--- src/rtl/jam_pkg.sv ---
// Shared widths and FSM encoding for the JAM cost-table responder.
// No logic; no latency or backpressure of its own.
package jam_pkg;
    localparam int IDX_W     = 3;
    localparam int COST_W    = 7;
    localparam int N_IDX     = 8;
    localparam int MINCOST_W = 10;
    localparam int MATCH_W   = 4;

    typedef enum logic [1:0] {
        IDLE  = 2'd0,
        LOAD  = 2'd1,
        SERVE = 2'd2,
        DONE  = 2'd3
    } state_t;
endpackage

--- src/rtl/jam_cost_ram.sv ---
// Cost table storage: one synchronous write port, one synchronous read port.
// Read latency 1 cycle, read every cycle; no backpressure (always accepts).
module jam_cost_ram
    import jam_pkg::*;
#(
    parameter int DATA_W = COST_W,
    parameter int ADDR_W = 2 * IDX_W
) (
    input  logic              CLK,
    input  logic              we,
    input  logic [ADDR_W-1:0] waddr,
    input  logic [DATA_W-1:0] wdata,
    input  logic [ADDR_W-1:0] raddr,
    output logic [DATA_W-1:0] rdata
);
    logic [DATA_W-1:0] mem [2**ADDR_W];

    always_ff @(posedge CLK) begin
        if (we) begin
            mem[waddr] <= wdata;
        end
        rdata <= mem[raddr];
    end
endmodule

--- src/rtl/jam_cost_server.sv ---
// Holds the worker/job cost table, answers (W,J) lookups, and scores the engine result.
// Lookup latency 1 cycle; load beats back-pressured (ld_ready=0) while serving or done.
module jam_cost_server #(
    parameter int N_IDX   = 8,
    parameter int COST_W  = 7,
    parameter int TIMEOUT = 65535
) (
    input  logic                          CLK,
    input  logic                          RST_N,
    input  logic                          ld_valid,
    output logic                          ld_ready,
    input  logic [COST_W-1:0]             ld_data,
    input  logic                          go,
    input  logic                          clr,
    input  logic [$clog2(N_IDX)-1:0]      W,
    input  logic [$clog2(N_IDX)-1:0]      J,
    output logic [COST_W-1:0]             Cost,
    input  logic                          Valid,
    input  logic [jam_pkg::MINCOST_W-1:0] MinCost,
    input  logic [jam_pkg::MATCH_W-1:0]   MatchCount,
    input  logic [jam_pkg::MINCOST_W-1:0] exp_min_cost,
    input  logic [jam_pkg::MATCH_W-1:0]   exp_match_count,
    output logic                          done,
    output logic                          pass,
    output logic                          timeout,
    output logic [jam_pkg::MINCOST_W-1:0] res_min_cost,
    output logic [jam_pkg::MATCH_W-1:0]   res_match_count,
    output logic [15:0]                   lookup_cnt
);
    import jam_pkg::*;

    localparam int          DEPTH   = N_IDX * N_IDX;
    localparam int          AW      = 2 * $clog2(N_IDX);
    localparam logic [31:0] TMO_LIM = TIMEOUT;

    state_t            state_q, state_d;
    logic   [AW-1:0]   ld_cnt;
    logic              loaded;
    logic              ld_acc;
    logic              last_beat;
    logic   [15:0]     cnt_inc;
    logic              expire;
    logic [COST_W-1:0] rd_q;

    assign ld_acc    = ld_valid & ld_ready;
    assign last_beat = ld_acc && (ld_cnt == AW'(DEPTH - 1));
    assign cnt_inc   = (lookup_cnt == 16'hFFFF) ? lookup_cnt : lookup_cnt + 16'd1;
    assign expire    = ({16'd0, cnt_inc} >= TMO_LIM);

    jam_cost_ram #(
        .DATA_W (COST_W),
        .ADDR_W (AW)
    ) u_ram (
        .CLK   (CLK),
        .we    (ld_acc),
        .waddr (ld_cnt),
        .wdata (ld_data),
        .raddr ({W, J}),
        .rdata (rd_q)
    );

    // The RAM reads every cycle; only lookups made while serving become visible.
    assign Cost = (state_q == SERVE) ? rd_q : '0;

    always_comb begin
        state_d  = state_q;
        ld_ready = 1'b0;
        case (state_q)
            IDLE: begin
                ld_ready = 1'b1;
                if (ld_acc)            state_d = LOAD;
                else if (go && loaded) state_d = SERVE;
            end
            LOAD: begin
                ld_ready = 1'b1;
                if (last_beat) state_d = IDLE;
            end
            SERVE:   if (Valid || expire) state_d = DONE;
            DONE:    if (clr)             state_d = IDLE;
            default: state_d = IDLE;
        endcase
    end

    always_ff @(posedge CLK) begin
        if (!RST_N) begin
            state_q <= IDLE;
        end else begin
            state_q <= state_d;
        end
    end

    always_ff @(posedge CLK) begin
        if (!RST_N) begin
            loaded          <= 1'b0;
            ld_cnt          <= '0;
            done            <= 1'b0;
            pass            <= 1'b0;
            timeout         <= 1'b0;
            res_min_cost    <= '0;
            res_match_count <= '0;
            lookup_cnt      <= '0;
        end else begin
            if (ld_acc) begin
                ld_cnt <= last_beat ? '0 : ld_cnt + AW'(1);
                if (state_q == IDLE) loaded <= 1'b0;
                if (last_beat)       loaded <= 1'b1;
            end
            case (state_q)
                IDLE: if (!ld_acc && go && loaded) lookup_cnt <= '0;
                SERVE: begin
                    lookup_cnt <= cnt_inc;
                    // A result arriving on the expiry cycle still counts.
                    if (Valid) begin
                        res_min_cost    <= MinCost;
                        res_match_count <= MatchCount;
                        pass            <= (MinCost == exp_min_cost) &&
                                           (MatchCount == exp_match_count);
                        done            <= 1'b1;
                    end else if (expire) begin
                        timeout <= 1'b1;
                        pass    <= 1'b0;
                        done    <= 1'b1;
                    end
                end
                DONE: if (clr) begin
                    done            <= 1'b0;
                    pass            <= 1'b0;
                    timeout         <= 1'b0;
                    res_min_cost    <= '0;
                    res_match_count <= '0;
                end
                default: ;
            endcase
        end
    end
endmodule

--- config.mk ---
export PLATFORM = sky130hd
export DESIGN_NAME = jam_cost_server
export DESIGN_NICKNAME = d
export VERILOG_FILES = /design/src/rtl/jam_pkg.sv /design/src/rtl/jam_cost_ram.sv /design/src/rtl/jam_cost_server.sv
export SDC_FILE = /design/constraint.sdc
export NUM_CORES = 1
export LEC_CHECK = 0
export ABC_AREA = 1
export BUFFER_PORTS_ARGS = -buffer_cell sky130_fd_sc_hd__buf_2
export CORE_AREA = 5 5 195 197
export CTS_CLUSTER_DIAMETER = 200
export DETAILED_ROUTE_END_ITERATION = 16
export DIE_AREA = 0 0 200 202
export GPL_ROUTABILITY_DRIVEN = 0
export HOLD_SLACK_MARGIN = 0.05
export PLACE_DENSITY = 0.81
export REMOVE_ABC_BUFFERS = 1
export SYNTH_ARGS = -nofsm -noshare
export SYNTH_HDL_FRONTEND = slang
export SYNTH_HIERARCHICAL = 1
export SYNTH_SLANG_ARGS = --single-unit
--- constraint.sdc ---
create_clock -name CLK -period 5.6 [get_ports CLK]
set_input_delay 0.28 -clock CLK [delete_from_list [all_inputs] [get_ports CLK]]
set_output_delay 0.28 -clock CLK [all_outputs]
set_load 0.005 [all_outputs]
==> metrics, run 1 <==
class of the tightest hold or removal check=in2reg; area share of the largest cell type after synthesis=63.88%; CTS sink count=497; yosys synthesis warning count=6; sum of overflow across all layers after global routing=0; total negative slack for setup checks=0 ps; CTS H-Tree Depth=2; share of flip-flops with an asynchronous set or reset=0%; Crit path max-delay family=simple AND/OR/NAND/NOR gates; drc violations=0; sequential area share after synthesis=68.54%; Critical-path top delay cell=nand4_1; kind of start point of the critical path=register; total leakage power=8.673 nW; FILL cells=2,639; setup-violating endpoint count in the final report=0; cell area after synthesis=21,060 sq um; required time of the worst setup path=5790 ps; number of enable flip-flop cells after synthesis=448; synth cell count leaders=nand2_1, edfxtp_1, nand3_1; worst-margin pin slew=1159 ps; DRT iter0 DRCs=2,269; I/O pins=88; main area contributors after synthesis=edfxtp_1, nand2_1, nand3_1; number of optimization iterations in the first detailed-route pass=6; root buffer cell=clkbuf_16; global-route wire length before repair=83.04 mm; Final Max Slew Viols=0; clk_skew=17.65 ps; standard-cell row count=70; initial cell density of the core=58.36%; most common cell in the synthesized netlist=nand2_1; footprint of the multi-input gates=5841 sq um; max cap viols=0; number of library cell types mapped by synthesis=36; uppermost metal layer occupied by signal nets=met4; maximum root-to-sink buffer count=3; worst rel slew slack=22.67%; highest ir drop seen on vdd=0.0002800 V; via count of the first global-routing pass=14,940; number of nets with antenna violations after routing=0; worst-path cell chain=nor2_2 -> nand4_1 -> nor2_1; share of layout cells above drive strength 1=9.851%; kind of capture point of the worst setup path=register; worst setup path category=reg2reg; synthesized area per cell=10.64 sq um; pin count of the biggest net entering global routing=139; pwr dens=348.4 nW/um^2; Die ar.=40,400 sq um; register clock-pin slew on the reported worst setup and hold paths=70 ps; number of nets in the final layout=2,092; Resize count post-CTS=0; most instantiated flip-flop cell in the synthesis netlist=edfxtp_1; crit path max fanout=15; total CTS buffers=49; met3 wire len=6.050 mm; metal1 wirelength=19.86 mm; maximum single-stage delay on the critical path=960 ps; Seq cells post-synth=497; unrepaired setup endpoints after global routing=false; I/O Buffers=87; Total Power Consumption=8.163 mW; sequential standard cell area=14,430 sq um; utilization after layout=64.93%; Peak Freq=319.6 MHz; total via count in the routed design=15,460; Syn-to-layout area delta=11.26%; number of antenna violations at the first check in global routing=0; met2 WL post-DR=25.21 mm; run status=completed; DP HPWL=30.58 mm; detail-routed via count per cell=6.063; clock tree from TritonCTS=yes; setup fix buffers added after clock tree synthesis=0; vertical die dimension=202 microns; crit share post-route=55.87%; clock latency at the later pin of the worst-skew pair=570 ps; detailed-route wire length=53.57 mm; synthesized instance count=1,979; cell accounting for the most synthesized area=edfxtp_1; placeable core region=36,080 sq um; worst path bufs/invs=0; Hold Violations, Final=0; post-DR wirelength/cell=21.02 microns; Tmin final=3129 ps; Global Route Usage Sum=26.18%; die boundary width=200 microns; Inserted Diodes=0; worst endpoint data arrival time=3320 ps
==> cell usage in the layout, fill, tap and decap left out, drive strengths merged, types with 4 or more instances in the layout <==
cell and count:
nand2 668, edfxtp 448, nand3 432, nor2 113, buf 110, clkbuf 66
inv 50, dfxtp 49, a21oi 39, clkinv 17, dlygate4sd3 15, nand4 14
o21ai 11, xor2 10, nor4 8, bufinv 6, o21bai 5, xnor2 4
nor3 4, or2 4
==> kinds of logic (layout without fill, tap and decap cells) <==
logic type	Yosys count	after routing	share of synthesized area (%)
adders and majority gates	2	2	0.1188
xor gates and xnor gates	14	14	0.5822
buffers and inverters	163	265	3.743
and+or+nand+nor	1244	1244	25.43
AOI/OAI and AO/OA	59	59	1.592
DFF	497	497	68.54
==> state kept, by name, indices dropped and copies added (netlist names) <==
signal	count
u_ram/mem	448
lookup_cnt	16
res_min_cost	10
u_ram/rdata	7
ld_cnt	6
res_match_count	4
state_q	2
done	1
loaded	1
pass	1
timeout	1
==> metrics by stage <==
stage / cells / setup slack (ps) / hold slack [ps] / instance area (sq um)
floorplan: 1867 / 3007 / 378.9 / 20470
global placement: 2445 / 2444 / 450.6 / 21670
detailed placement: 2445 / 2428 / 454.8 / 21670
CTS: 2549 / 2573 / 63.93 / 23430
global route: 2549 / 2398 / 96.33 / 23430
finish: 2549 / 2471 / 80.53 / 23430
==> worst paths after layout <==
| kind | from | endpoint | slack [ps] | cells past startpoint |
|---|---|---|---|---|
| worst max register to register | state_q[1]$_SDFFE_PN0P_ | u_ram/mem[47][0]$_DFFE_PP_ | 2470 | 3 |
| worst min register to register | done$_SDFFE_PN0P_ | done$_SDFFE_PN0P_ | 470 | 2 |
| worst min-delay path | W[2] | u_ram/rdata[5]$_DFF_P_ | 80 | 3 |
| worst max-delay path | state_q[1]$_SDFFE_PN0P_ | u_ram/mem[47][0]$_DFFE_PP_ | 2470 | 3 |
==> timing repair <==
action / in CTS / in global routing
hold buffers: 15 / 0
setup endpoints to repair: 0 / 0
endpoints found under the hold margin: 22 / 0
==> worst register-to-register path, delay by kind of cell, from the launching register on <==
kind          cells  cell delay [ps]
simple gates      3             2390
flops             1              360
==> area by class of cell <==
type | instances | area share, %
multi-input combinational | 1319 | 24.93
sequential | 497 | 61.60
timing repair buffer | 125 | 3.273
inverter | 51 | 0.8437
tap | 468 | 2.499
clock buffer | 66 | 5.719
clock inverter | 23 | 1.137
==> layer usage <==
layer | up-vias | track usage (%)
met3 | 160 | 5.001
met2 | 1002 | 41.52
met5 | - | 0
met4 | 0 | 10.21
li1 | 6970 | -
met1 | 7323 | 36.13
==> report_power, final <==
group	total (mW)	internal, mW	switching, mW
clock network	3.29	1.95	1.34
registers	4.15	4.10	0.0471
logic	0.727	0.199	0.528
total	8.16	6.25	1.92
No activity file was read; power rests on OpenSTA's default activity.
==> run 2: changes to the inputs <==
--- a/config.mk
+++ b/config.mk
@@ -5,15 +5,15 @@
 export SDC_FILE = /design/constraint.sdc
 export NUM_CORES = 1
 export LEC_CHECK = 0
-export ABC_AREA = 1
+export ABC_AREA = 0
 export BUFFER_PORTS_ARGS = -buffer_cell sky130_fd_sc_hd__buf_2
-export CORE_AREA = 5 5 195 197
+export CORE_AREA = 5 5 198 200
 export CTS_CLUSTER_DIAMETER = 200
 export DETAILED_ROUTE_END_ITERATION = 16
-export DIE_AREA = 0 0 200 202
+export DIE_AREA = 0 0 203 205
 export GPL_ROUTABILITY_DRIVEN = 0
 export HOLD_SLACK_MARGIN = 0.05
-export PLACE_DENSITY = 0.81
+export PLACE_DENSITY = 0.79
 export REMOVE_ABC_BUFFERS = 1
 export SYNTH_ARGS = -nofsm -noshare
 export SYNTH_HDL_FRONTEND = slang
==> constraint.sdc (replaced) <==
create_clock -name CLK -period 2.6 [get_ports CLK]
set_input_delay 0.13 -clock CLK [delete_from_list [all_inputs] [get_ports CLK]]
set_output_delay 0.13 -clock CLK [all_outputs]
set_load 0.005 [all_outputs]
==> metrics, run 2 <==
cell depth of the worst min-delay path=6; Total Power Consumption=15.98 mW; crit share post-route=91.84%; register with the most flip-flops=u_ram/mem; Global Route Usage Sum=22.56%; placeable core region=37,220 sq um; worst endpoint data arrival time=2690 ps; Resize count post-CTS=0; Inserted Diodes=0; unrepaired setup endpoints after global routing=false; cell count after placement=1,739; vertical die dimension=205 microns; DP HPWL=29.45 mm; DRT iter0 DRCs=1,291; post-synthesis adder-cell area fraction=0.1247%; Syn-to-layout area delta=16.28%; synthesized area per cell=17.69 sq um; CTS H-Tree Depth=2; global-route wire length before repair=71.13 mm; detail-routed via count per cell=6.277; standard-cell row count=71; register clock-pin slew on the reported worst setup and hold paths=60 ps; synth cell count leaders=edfxtp_1, nor2_1, mux4_2; cell accounting for the most synthesized area=edfxtp_1; setup slack at placement=284.0 ps; drc violations=0; detailed-route wire length=46.41 mm; synthesized instance count=1,135; post-route worst setup slack=212.2 ps; crit path max fanout=9; number of nets in the final layout=1,389; number of nets with antenna violations after routing=0; kind of capture point of the worst setup path=register; number of enable flip-flop cells after synthesis=448; number of antenna violations at the first check in global routing=0; highest ir drop seen on vdd=0.0007263 V; required time of the worst setup path=2900 ps; WHS=101.3 ps; share of layout cells above drive strength 1=28.28%; most common cell in the synthesized netlist=edfxtp_1; synthesized-area fraction occupied by ao, oa, aoi and oai cells=5.086%; area share of the largest cell type after synthesis=67.02%; Seq cells post-synth=497; share of flip-flops with an asynchronous set or reset=0%; kind of start point of the critical path=register; total negative slack for setup checks=0 ps; setup-violating endpoint count in the final report=0; max cap viols=0; clk_skew=18.04 ps; leading registers by flop count=u_ram/mem (448), lookup_cnt (16), res_min_cost (10); die boundary width=203 microns; total leakage power=7.796 nW; Post-CTS Hold Buffers=24; Peak Freq=418.8 MHz; maximum root-to-sink buffer count=3; run status=completed; pwr dens=684.6 nW/um^2; clock tree from TritonCTS=yes; sequential area share after synthesis=71.91%; pin count of the biggest net entering global routing=65; portion of netlist area occupied by mux cells=13.63%; root buffer cell=clkbuf_16; worst-margin pin slew=874.6 ps; yosys synthesis warning count=6; dominant combinational cell family by area after synthesis=multiplexers; worst setup path category=reg2reg; main area contributors after synthesis=edfxtp_1, mux4_2, dfxtp_1; I/O pins=88; number of library cell types mapped by synthesis=65; worst rel slew slack=41.69%; setup fix buffers added after clock tree synthesis=0; sum of overflow across all layers after global routing=0; number of optimization iterations in the first detailed-route pass=6; number of flip-flops in the largest register=448; initial cell density of the core=53.93%; Die ar.=41,620 sq um; most instantiated flip-flop cell in the synthesis netlist=edfxtp_1; reg2reg path depth=7; class of the tightest hold or removal check=in2reg; most frequent cells in the layout=edfxtp_1, nor2_1, mux4_2, buf_4, buf_2; total CTS buffers=49; post-synthesis xor/xnor area fraction=0.7418%; Final Max Slew Viols=0; Tmin final=2388 ps; CTS sink count=497; most frequent standard cell in the layout excluding fill and tap cells=edfxtp_1; total via count in the routed design=11,630; Hold Violations, Final=0; clock latency at the later pin of the worst-skew pair=580 ps; I/O Buffers=87; count of placed standard cells in the final layout, fillers left out=1,853; cell area after synthesis=20,070 sq um; fraction of the mapped netlist area in simple logic gates=6.657%; via count of the first global-routing pass=11,860; post-DR wirelength/cell=25.05 microns
-- run 2: cell types whose count changed after synthesis, sizes merged, moves of 11 or more --
cell | previous run | this run
nand2 | 668 | 35
mux4 | 0 | 112
inv | 50 | 6
xnor2 | 4 | 16
mux2i | 0 | 19
o31ai | 0 | 11
o22ai | 0 | 12
nand3 | 432 | 19
a22oi | 0 | 26
nor3 | 4 | 18
buf | 85 | 33
o21ai | 11 | 27
-- run 2: worst paths after layout --
path                                         startpoint                         end  slack, ps
worst min register to register      loaded$_SDFFE_PN0P_         loaded$_SDFFE_PN0P_        490
worst max-delay path            state_q[1]$_SDFFE_PN0P_  u_ram/mem[18][1]$_DFFE_PP_        210
worst max register to register  state_q[1]$_SDFFE_PN0P_  u_ram/mem[18][1]$_DFFE_PP_        210
worst min-delay path                    exp_min_cost[8]           pass$_SDFFE_PN0P_        100
-- run 2: routing by layer --
metal / GRT usage, % / up-vias / part of all wire (%)
met2: 36.89 / 648 / 49
met3: 3.815 / 104 / 9.3
li1: - / 5008 / -
met4: 8.196 / 0 / 3.5
met1: 31.15 / 5872 / 38
met5: 0 / - / 0
-- run 2: cell type report --
class / count / area [sq um]
clock buffer: 60 / 1289
multi-input combinational: 566 / 5269
clock inverter: 30 / 170.2
tap: 474 / 593.1
sequential: 497 / 14430
fill: 2533 / 13880
inverter: 7 / 26.28
timing repair buffer: 219 / 1560
-- run 2: critical path, stage by stage, from the launching register on --
cell	delay (ps)
dfxtp_1	370
inv_1	110
nand2_1	170
inv_1	260
nor2b_1	280
nand2_1	400
nor2_1	330
buf_4	200
-- run 2: per-stage QoR --
step,util [%],area [sq um]
detailed placement,58.14,21640
CTS,62.71,23340
global route,62.71,23340
finish,62.71,23340
floorplan,-,19730
global placement,58.14,21640
-- run 2: where the power goes --
group / internal [mW] / switching [mW]
registers: 8.73 / 0.0170
logic: 0.331 / 0.468
clock network: 3.54 / 2.90
total: 12.6 / 3.38
-- run 2: cell families (layout without fill, tap and decap cells) --
family / after synthesis / in the layout
buf+inv: 72 / 316
mux: 133 / 133
flops: 497 / 497
simple gates: 263 / 263
xor+xnor: 17 / 17
fa+ha+maj: 2 / 2
compound gates: 151 / 151
